## config.mk

```make
export PLATFORM = sky130hd
export DESIGN_NAME = mem_arb
export DESIGN_NICKNAME = d
export VERILOG_FILES = /design/src/rtl/pap_pkg.sv /design/src/rtl/mem_req_reg.sv /design/src/rtl/mem_arb.sv
export SDC_FILE = /design/constraint.sdc
export NUM_CORES = 1
export LEC_CHECK = 0
export ABC_CLOCK_PERIOD_IN_PS = 2700
export BUFFER_PORTS_ARGS = -buffer_cell sky130_fd_sc_hd__clkbuf_2
export CORE_AREA = 2 2 116 118
export CTS_CLUSTER_DIAMETER = 30
export CTS_CLUSTER_SIZE = 20
export DETAILED_ROUTE_END_ITERATION = 6
export DIE_AREA = 0 0 118 120
export GPL_ROUTABILITY_DRIVEN = 0
export GPL_TIMING_DRIVEN = 1
export PLACE_DENSITY = 0.77
export SLEW_MARGIN = 10
export SYNTH_ARGS = -nofsm -noshare
export SYNTH_HDL_FRONTEND = slang
export SYNTH_SLANG_ARGS = --single-unit
```

## constraint.sdc

```tcl
create_clock -name clk -period 2.7 [get_ports clk]
set_input_delay 0.27 -clock clk [delete_from_list [all_inputs] [get_ports clk]]
set_output_delay 0.27 -clock clk [all_outputs]
set_load 0.1 [all_outputs]
```

## src/rtl/pap_pkg.sv

```systemverilog
// Shared types for the dual-slot data-memory arbiter.
// Provides the arbiter FSM states, default widths and the request bundle.
package pap_pkg;

  localparam int DW_DEF = 32;
  localparam int RW_DEF = 5;

  typedef enum logic {
    IDLE   = 1'b0,
    SECOND = 1'b1
  } state_t;

  typedef struct packed {
    logic              we;
    logic [DW_DEF-1:0] addr;
    logic [DW_DEF-1:0] wdata;
    logic [RW_DEF-1:0] rd;
  } req_t;

endpackage

```

## src/rtl/mem_req_reg.sv

```systemverilog
// Single-entry request hold register with synchronous load and clear.
// Ports: clk, rst, clr, load, d (request in), q (held request out).
module mem_req_reg
  import pap_pkg::*;
#(
  parameter type T = req_t
) (
  input  logic clk,
  input  logic rst,
  input  logic clr,
  input  logic load,
  input  T     d,
  output T     q
);

  always_ff @(posedge clk) begin
    if (rst || clr) begin
      q <= '0;
    end else if (load) begin
      q <= d;
    end
  end

endmodule

```

## src/rtl/mem_arb.sv

```systemverilog
// Serializes two issue slots onto one single-port data memory.
// Ports: slot 0/1 requests in, mem_* strobe out, stall, load write-back, conflict count.
module mem_arb
  import pap_pkg::*;
#(
  parameter int DW = DW_DEF,
  parameter int RW = RW_DEF
) (
  input  logic          clk,
  input  logic          rst,
  input  logic          req0,
  input  logic          req1,
  input  logic          en1,
  input  logic          we0,
  input  logic          we1,
  input  logic [DW-1:0] addr0,
  input  logic [DW-1:0] addr1,
  input  logic [DW-1:0] wdata0,
  input  logic [DW-1:0] wdata1,
  input  logic [RW-1:0] rd0,
  input  logic [RW-1:0] rd1,
  output logic          mem_en,
  output logic          mem_we,
  output logic [DW-1:0] mem_addr,
  output logic [DW-1:0] mem_wdata,
  input  logic [DW-1:0] mem_rdata,
  output logic          stall,
  output logic          wb_valid,
  output logic          wb_port,
  output logic [RW-1:0] wb_reg,
  output logic [DW-1:0] wb_data,
  output logic [15:0]   conflict_cnt
);

  typedef struct packed {
    logic          we;
    logic [DW-1:0] addr;
    logic [DW-1:0] wdata;
    logic [RW-1:0] rd;
  } areq_t;

  state_t state_q, state_d;
  areq_t  r0, r1, held, sel;
  logic   eff0, eff1;
  logic   sel_vld, sel_port;
  logic   hold_load, hold_clr;
  logic   is_load;
  logic [15:0] cnt_q;

  assign eff0 = req0;
  assign eff1 = req1 & en1;

  assign r0 = '{we: we0, addr: addr0, wdata: wdata0, rd: rd0};
  assign r1 = '{we: we1, addr: addr1, wdata: wdata1, rd: rd1};

  mem_req_reg #(.T(areq_t)) u_hold (
    .clk  (clk),
    .rst  (rst),
    .clr  (hold_clr),
    .load (hold_load),
    .d    (r1),
    .q    (held)
  );

  always_comb begin
    state_d   = state_q;
    sel       = '0;
    sel_vld   = 1'b0;
    sel_port  = 1'b0;
    stall     = 1'b0;
    hold_load = 1'b0;
    hold_clr  = 1'b0;
    unique case (state_q)
      IDLE: begin
        unique case (1'b1)
          eff0 && eff1: begin
            sel       = r0;
            sel_vld   = 1'b1;
            stall     = 1'b1;
            hold_load = 1'b1;
            state_d   = SECOND;
          end
          eff0 && !eff1: begin
            sel     = r0;
            sel_vld = 1'b1;
          end
          !eff0 && eff1: begin
            sel      = r1;
            sel_vld  = 1'b1;
            sel_port = 1'b1;
          end
          default: ;
        endcase
      end
      SECOND: begin
        // req0/req1 carry the frozen pair here; only the hold matters
        sel      = held;
        sel_vld  = 1'b1;
        sel_port = 1'b1;
        hold_clr = 1'b1;
        state_d  = IDLE;
      end
      default: state_d = IDLE;
    endcase
    // Reset kills any access in flight, including a held slot-1 request
    if (rst) begin
      sel       = '0;
      sel_vld   = 1'b0;
      sel_port  = 1'b0;
      stall     = 1'b0;
      hold_load = 1'b0;
      state_d   = IDLE;
    end
  end

  assign mem_en    = sel_vld;
  assign mem_we    = sel.we;
  assign mem_addr  = sel.addr;
  assign mem_wdata = sel.wdata;

  assign is_load = sel_vld & ~sel.we;

  always_ff @(posedge clk) begin
    if (rst) begin
      state_q  <= IDLE;
      wb_valid <= 1'b0;
      wb_port  <= 1'b0;
      wb_reg   <= '0;
      cnt_q    <= '0;
    end else begin
      state_q  <= state_d;
      wb_valid <= is_load;
      if (is_load) begin
        wb_port <= sel_port;
        wb_reg  <= sel.rd;
      end
      if (hold_load && (cnt_q != 16'hFFFF)) begin
        cnt_q <= cnt_q + 16'd1;
      end
    end
  end

  // Read data arrives one cycle after the strobe, aligned with wb_valid
  assign wb_data      = wb_valid ? mem_rdata : '0;
  assign conflict_cnt = cnt_q;

endmodule

```

Word-level counts from Yosys, hierarchy flattened
Index checks and enable logic that the tools add are counted.
{"block": "word_totals", "reg_bits": 94, "input_bits": 177, "output_inout_bits": 122, "word_cells": 38}
{"block": "op_classes", "add_sub_neg": 1, "n_eq_ne": 1, "n_mux": 14, "bitwise_logic": 4, "reduce_logical": 9}
{"op": "$pmux W70 S2", "n": 2}
{"op": "$mux W70", "n": 1}
{"op": "$mux W32", "n": 1}
{"op": "$add A16 B1 Y16 const B", "n": 1}
{"op": "$ne A16 B16 Y1 const B", "n": 1}
{"op": "$mux W1", "n": 7}
{"op": "$pmux W1 S2", "n": 3}
{"op": "$logic_and A1 B1 Y1", "n": 4}
{"op": "$reduce_or A3 Y1", "n": 1}
{"op": "$and A1 B1 Y1", "n": 2}
{"op": "$logic_not A1 Y1", "n": 2}
{"op": "$not A1 Y1", "n": 2}
{"op": "$reduce_or A2 Y1", "n": 1}
{"op": "$logic_or A1 B1 Y1", "n": 1}

Depth between registers and ports, before layout
{"block": "depth", "ltp_word": 9, "ltp_mapped": 7, "depth_no_buf": 5}

Cells and area by module
Synthesis repeated with hierarchy kept, for this count alone.
{"block": "unflattened", "cells_unflattened": 706, "area_unflattened_um2": 5816.8}
{"mod": "mem_arb", "instances": 1, "cells_per_inst": 479, "area_each_um2": 3269.4, "seq_area_each_um2": 480.5}
{"mod": "mem_req_reg", "instances": 1, "cells_per_inst": 227, "area_each_um2": 2547.4, "seq_area_each_um2": 1401.3}

Worst setup path after synthesis
OpenSTA, ideal clock, no wires.
{"block": "synth_timing", "path_kind": "input port to output port", "from": "input req0", "to": "output mem_we", "t_arrival_ns": 3.075, "t_required_ns": 2.430, "setup_slack_ns": -0.645, "cell_stages": 5, "n_path_buf": 2, "path_cell_list": "clkbuf_1 > nor2_1 > buf_2 > a221oi_1 > nor3_1"}
{"block": "synth_between", "elab_chain_len": 5, "word_cells_on_any_way": 8, "classes_between": "mux (3); reduce/logical (5)"}
{"element": "start, declared", "line": "mem_arb.sv:11", "source": "input logic req0,"}
{"element": "$logic_and A1 B1 Y1 (tied with other cells)", "line": "mem_arb.sv:76", "source": "eff0 && eff1: begin"}
{"element": "$reduce_or A2 Y1 (no line) / $logic_and A1 B1 Y1 (equally long branches)"}
{"element": "$pmux W70 S2 (*)", "line": "mem_arb.sv:75", "source": "unique case (1'b1)"}
{"element": "$pmux W70 S2 (*)", "line": "mem_arb.sv:73", "source": "unique case (state_q)"}
{"element": "$mux W70 (*)", "line": "mem_arb.sv:106", "source": "if (rst) begin"}
{"element": "end, declared", "line": "mem_arb.sv:23", "source": "output logic mem_we,"}
Mark *: on every way between the ends. The rest lies on a longest branch, timed or not.

Final worst setup path
{"block": "layout_timing", "from": "register state_q", "to": "output mem_wdata[0]"}
{"block": "layout_between", "elab_chain_len": 3}
{"element": "start, declared", "line": "mem_arb.sv:42", "source": "state_t state_q, state_d;"}
{"element": "start signal, assigned", "line": "mem_arb.sv:131", "source": "state_q <= state_d;"}
{"element": "$not A1 Y1"}
{"element": "$pmux W70 S2 (*)", "line": "mem_arb.sv:73"}
{"element": "$mux W70 (*)", "line": "mem_arb.sv:106"}
{"element": "end, declared", "line": "mem_arb.sv:25", "source": "output logic [DW-1:0] mem_wdata,"}
Marks and branches as above.

==> summary by stage <==
Run status
The run finished with clean final reports.

GRT
The global-route wire length before repair is 29.9 mm. The maximum number of pins on one net before global-route repair is 71. The overall fraction of global-route tracks in use is 26.0%. The number of antenna violations at the first check in global routing was 0.

The number of global-route vias before repair was 5837. The global route total overflow is 0.

Cells and area
The number of flip-flops under the largest register name is 70. The number of nets in the layout is 1145. In the layout the commonest cells are sky130_fd_sc_hd__clkbuf_2, sky130_fd_sc_hd__nand2_1, sky130_fd_sc_hd__dfxtp_1.

The total of fill cells in the finished design is 1175. The layout-stage area growth over the synthesis result is 44.1%. The count of antenna diodes in the layout is 0. The multi-input combinational cells in the finished layout cover a total of 2900 um2.

The share of cells above drive strength 1 is 34.7%. The register area is 1880 um2. The library cell used most frequently in the layout, excluding fill and tap cells, is sky130_fd_sc_hd__clkbuf_2.

With fillers left out, the area of the finished cells amounts to 7980 um2.

Clock network
The clock tree synthesis step divided the H-tree into 3 levels. The latest clock arrival within the worst-skew pair is 0.34 ns. Counting along the longest clock path gives a buffer depth of 2. The clock tree from TritonCTS is done. The clock transition at the registers of the reported paths is 0.06 ns. Gates resized during post-CTS repair numbered 0.

Hold repair after CTS inserted 0 buffers. Clock tree synthesis selected as its root buffer the cell sky130_fd_sc_hd__clkbuf_16. Once the clock tree was built, the setup fixing pass inserted 0 buffers.

The total number of clock tree sinks is 94. Buffers inserted during clock tree synthesis total 9.

Synthesis
Of the post-synthesis cell area, the dominant cell type holds 34.0%. The number of library cell types mapped by synthesis is 34. The fraction of the yosys area taken by sequential cells is 34.0%. The synthesized area is 5540 um2. Counting flops and latches in the post-synthesis netlist gives 94. The number of nets handed over by synthesis was 953. The library cell occupying the most area in the post-synthesis netlist is sky130_fd_sc_hd__dfxtp_1. By area the synthesized netlist is led by sky130_fd_sc_hd__dfxtp_1, sky130_fd_sc_hd__a221oi_1, sky130_fd_sc_hd__nand2_1.

Yosys printed 0 warnings. Dividing the synthesized area by the synthesized cell count gives 7.14 um2. The cell count after synthesis came out at 775.

Floorplanning
From left edge to right edge, the die measures 118 um. The die covers 14200 um2. The number of top-level pins is 299.

The region available for standard cell placement spans 13000 um2. For this configuration, the core starts out at a cell density of 42.6%. The die span in y is 120 um. In this run the core area contains 42 standard-cell rows.

Place
The cell area after placement is 7700 um2. The count of buffers added on input and output ports is 298. The HPWL after detailed placement is 13.7 mm.

Critical path
STA classifies the critical path endpoint as an output port. The worst setup path is of the reg -> out kind. The highest fanout seen on the critical path is 26.

Counting cells, the worst reg-to-reg path comes to 4. The startpoint type of the worst setup path is a register. For the worst setup path, the data arrival time is 2.11 ns.

STA puts the critical path data required time at 2.43 ns.

Route
The first detailed-routing pass ran for 5 iterations. The number of DRC markers after the initial detailed-route iteration is 446. The routed length per placed instance is 16.6 um. The total number of vias is 6390.

The remaining routing DRC violations is 0. The total wirelength of the detailed-routed design is 19.0 mm. The number of antenna-violating nets in the routed design is 0.

The via density per instance is 5.57.

STA
For the finished layout, the period the worst path requires is 2.38 ns. The final hold violation count is 0. Setup violations remaining at the end of the flow were counted as 0. The worst-margin pin slew is 0.756 ns.

The setup TNS is 0 ns. The worst setup skew after layout is 0.00657 ns. The worst relative slew slack is 49.6%. Setup repair after global routing left no endpoint under its margin. The number of max-slew violations in the final report is 0. The achievable frequency is 0.421 GHz. The period utilization is 88.0%.

Min path
The number of cells traversed by the worst hold path is 3. The min-delay analysis places its worst path in the category in -> reg.

Pwr
For this design the ratio of total power to cell area is 515 nW/um2. VDD sags by at most 255 uV. For this design the static power due to leakage is 3.47 nW.

Run
The number of max-cap violations is 0.
-- stage by stage --
step	worst slack, ns	power [mW]	cells	hold WS (ns)	utilization (%)
3_5_place_dp	0.694	2.91	1132	0.447	59.3
6_report	0.324	4.11	1148	0.162	61.5
5_1_grt	0.173	4.26	1148	0.159	61.5
4_1_cts	0.322	4.13	1148	0.154	61.5
3_3_place_gp	0.712	2.90	1132	0.442	59.3
2_1_floorplan	0.208	2.46	775	0.406	-
-- kinds of logic (layout without fill, tap and decap cells) --
| family | Yosys count | in the layout | share of synthesized area, % |
|---|---|---|---|
| adder cells (fa/ha/maj) | 1 | 1 | 0.226 |
| AO/OA/AOI/OAI | 179 | 179 | 22.4 |
| AND/OR/NAND/NOR | 361 | 361 | 29.3 |
| flip-flops | 94 | 94 | 34.0 |
| buffers and inverters | 140 | 337 | 14.1 |
-- cell usage after synthesis --
cell,number
sky130_fd_sc_hd__a21oi_1,81
sky130_fd_sc_hd__a221oi_1,71
sky130_fd_sc_hd__a311oi_1,1
sky130_fd_sc_hd__and2_1,32
sky130_fd_sc_hd__and3_1,2
sky130_fd_sc_hd__and4_1,3
sky130_fd_sc_hd__buf_1,4
sky130_fd_sc_hd__buf_2,3
sky130_fd_sc_hd__buf_4,65
sky130_fd_sc_hd__buf_6,1
sky130_fd_sc_hd__clkbuf_1,61
sky130_fd_sc_hd__dfxtp_1,94
sky130_fd_sc_hd__ha_1,1
sky130_fd_sc_hd__inv_1,5
sky130_fd_sc_hd__inv_2,1
sky130_fd_sc_hd__nand2_1,149
sky130_fd_sc_hd__nand3_1,11
sky130_fd_sc_hd__nand3b_1,1
sky130_fd_sc_hd__nand4_1,6
sky130_fd_sc_hd__nor2_1,75
sky130_fd_sc_hd__nor2b_1,1
sky130_fd_sc_hd__nor3_1,67
sky130_fd_sc_hd__nor4_1,2
sky130_fd_sc_hd__nor4bb_1,1
sky130_fd_sc_hd__o211ai_1,1
sky130_fd_sc_hd__o21a_1,1
sky130_fd_sc_hd__o21ai_0,4
sky130_fd_sc_hd__o311ai_0,5
sky130_fd_sc_hd__o31a_1,1
sky130_fd_sc_hd__o31ai_1,6
sky130_fd_sc_hd__o41ai_1,8
sky130_fd_sc_hd__or2_2,1
sky130_fd_sc_hd__or3_1,3
sky130_fd_sc_hd__or4_1,7
-- worst max-delay path, stage by stage (launching register included) --
cell,delay (ns)
sky130_fd_sc_hd__dfxtp_2,0.39
sky130_fd_sc_hd__inv_2,0.43
sky130_fd_sc_hd__buf_4,0.32
sky130_fd_sc_hd__nor2_1,0.06
sky130_fd_sc_hd__nor3_1,0.34
sky130_fd_sc_hd__buf_12,0.23
-- final timing paths --
check,startpoint,endpoint,slack [ns]
worst max-delay path,state_q,mem_wdata[0],0.32
worst min-delay path,addr1[7],u_hold.q[44],0.16
worst max register to register,state_q,conflict_cnt[5],0.88
worst min register to register,u_hold.q[7],u_hold.q[7],0.45
-- layout make-up --
type,instances,area share [%]
Multi-Input combinational cell,541,36.3
Timing Repair Buffer,315,33.5
Sequential cell,94,23.6
Clock buffer,11,2.92
Tap cell,176,2.76
Clock inverter,5,0.627
Inverter,6,0.282
-- report_power, final --
| part | total [mW] | leakage [nW] | internal [mW] | switching [mW] |
|---|---|---|---|---|
| combinational | 1.42 | 2.57 | 0.453 | 0.967 |
| clock | 1.23 | 0.143 | 0.712 | 0.522 |
| sequential | 1.45 | 0.763 | 1.43 | 0.0277 |
-- layer usage --
| layer | wire length (um) | vias to the layer above | GRT usage [%] |
|---|---|---|---|
| li1 | - | 3075 | - |
| met1 | 7170 | 2923 | 30.6 |
| met2 | 9780 | 342 | 45.7 |
| met3 | 1460 | 50 | 5.09 |
| met4 | 642 | 0 | 12.2 |
| met5 | 0 | - | 0 |
No activity file was read; power rests on OpenSTA's default activity.
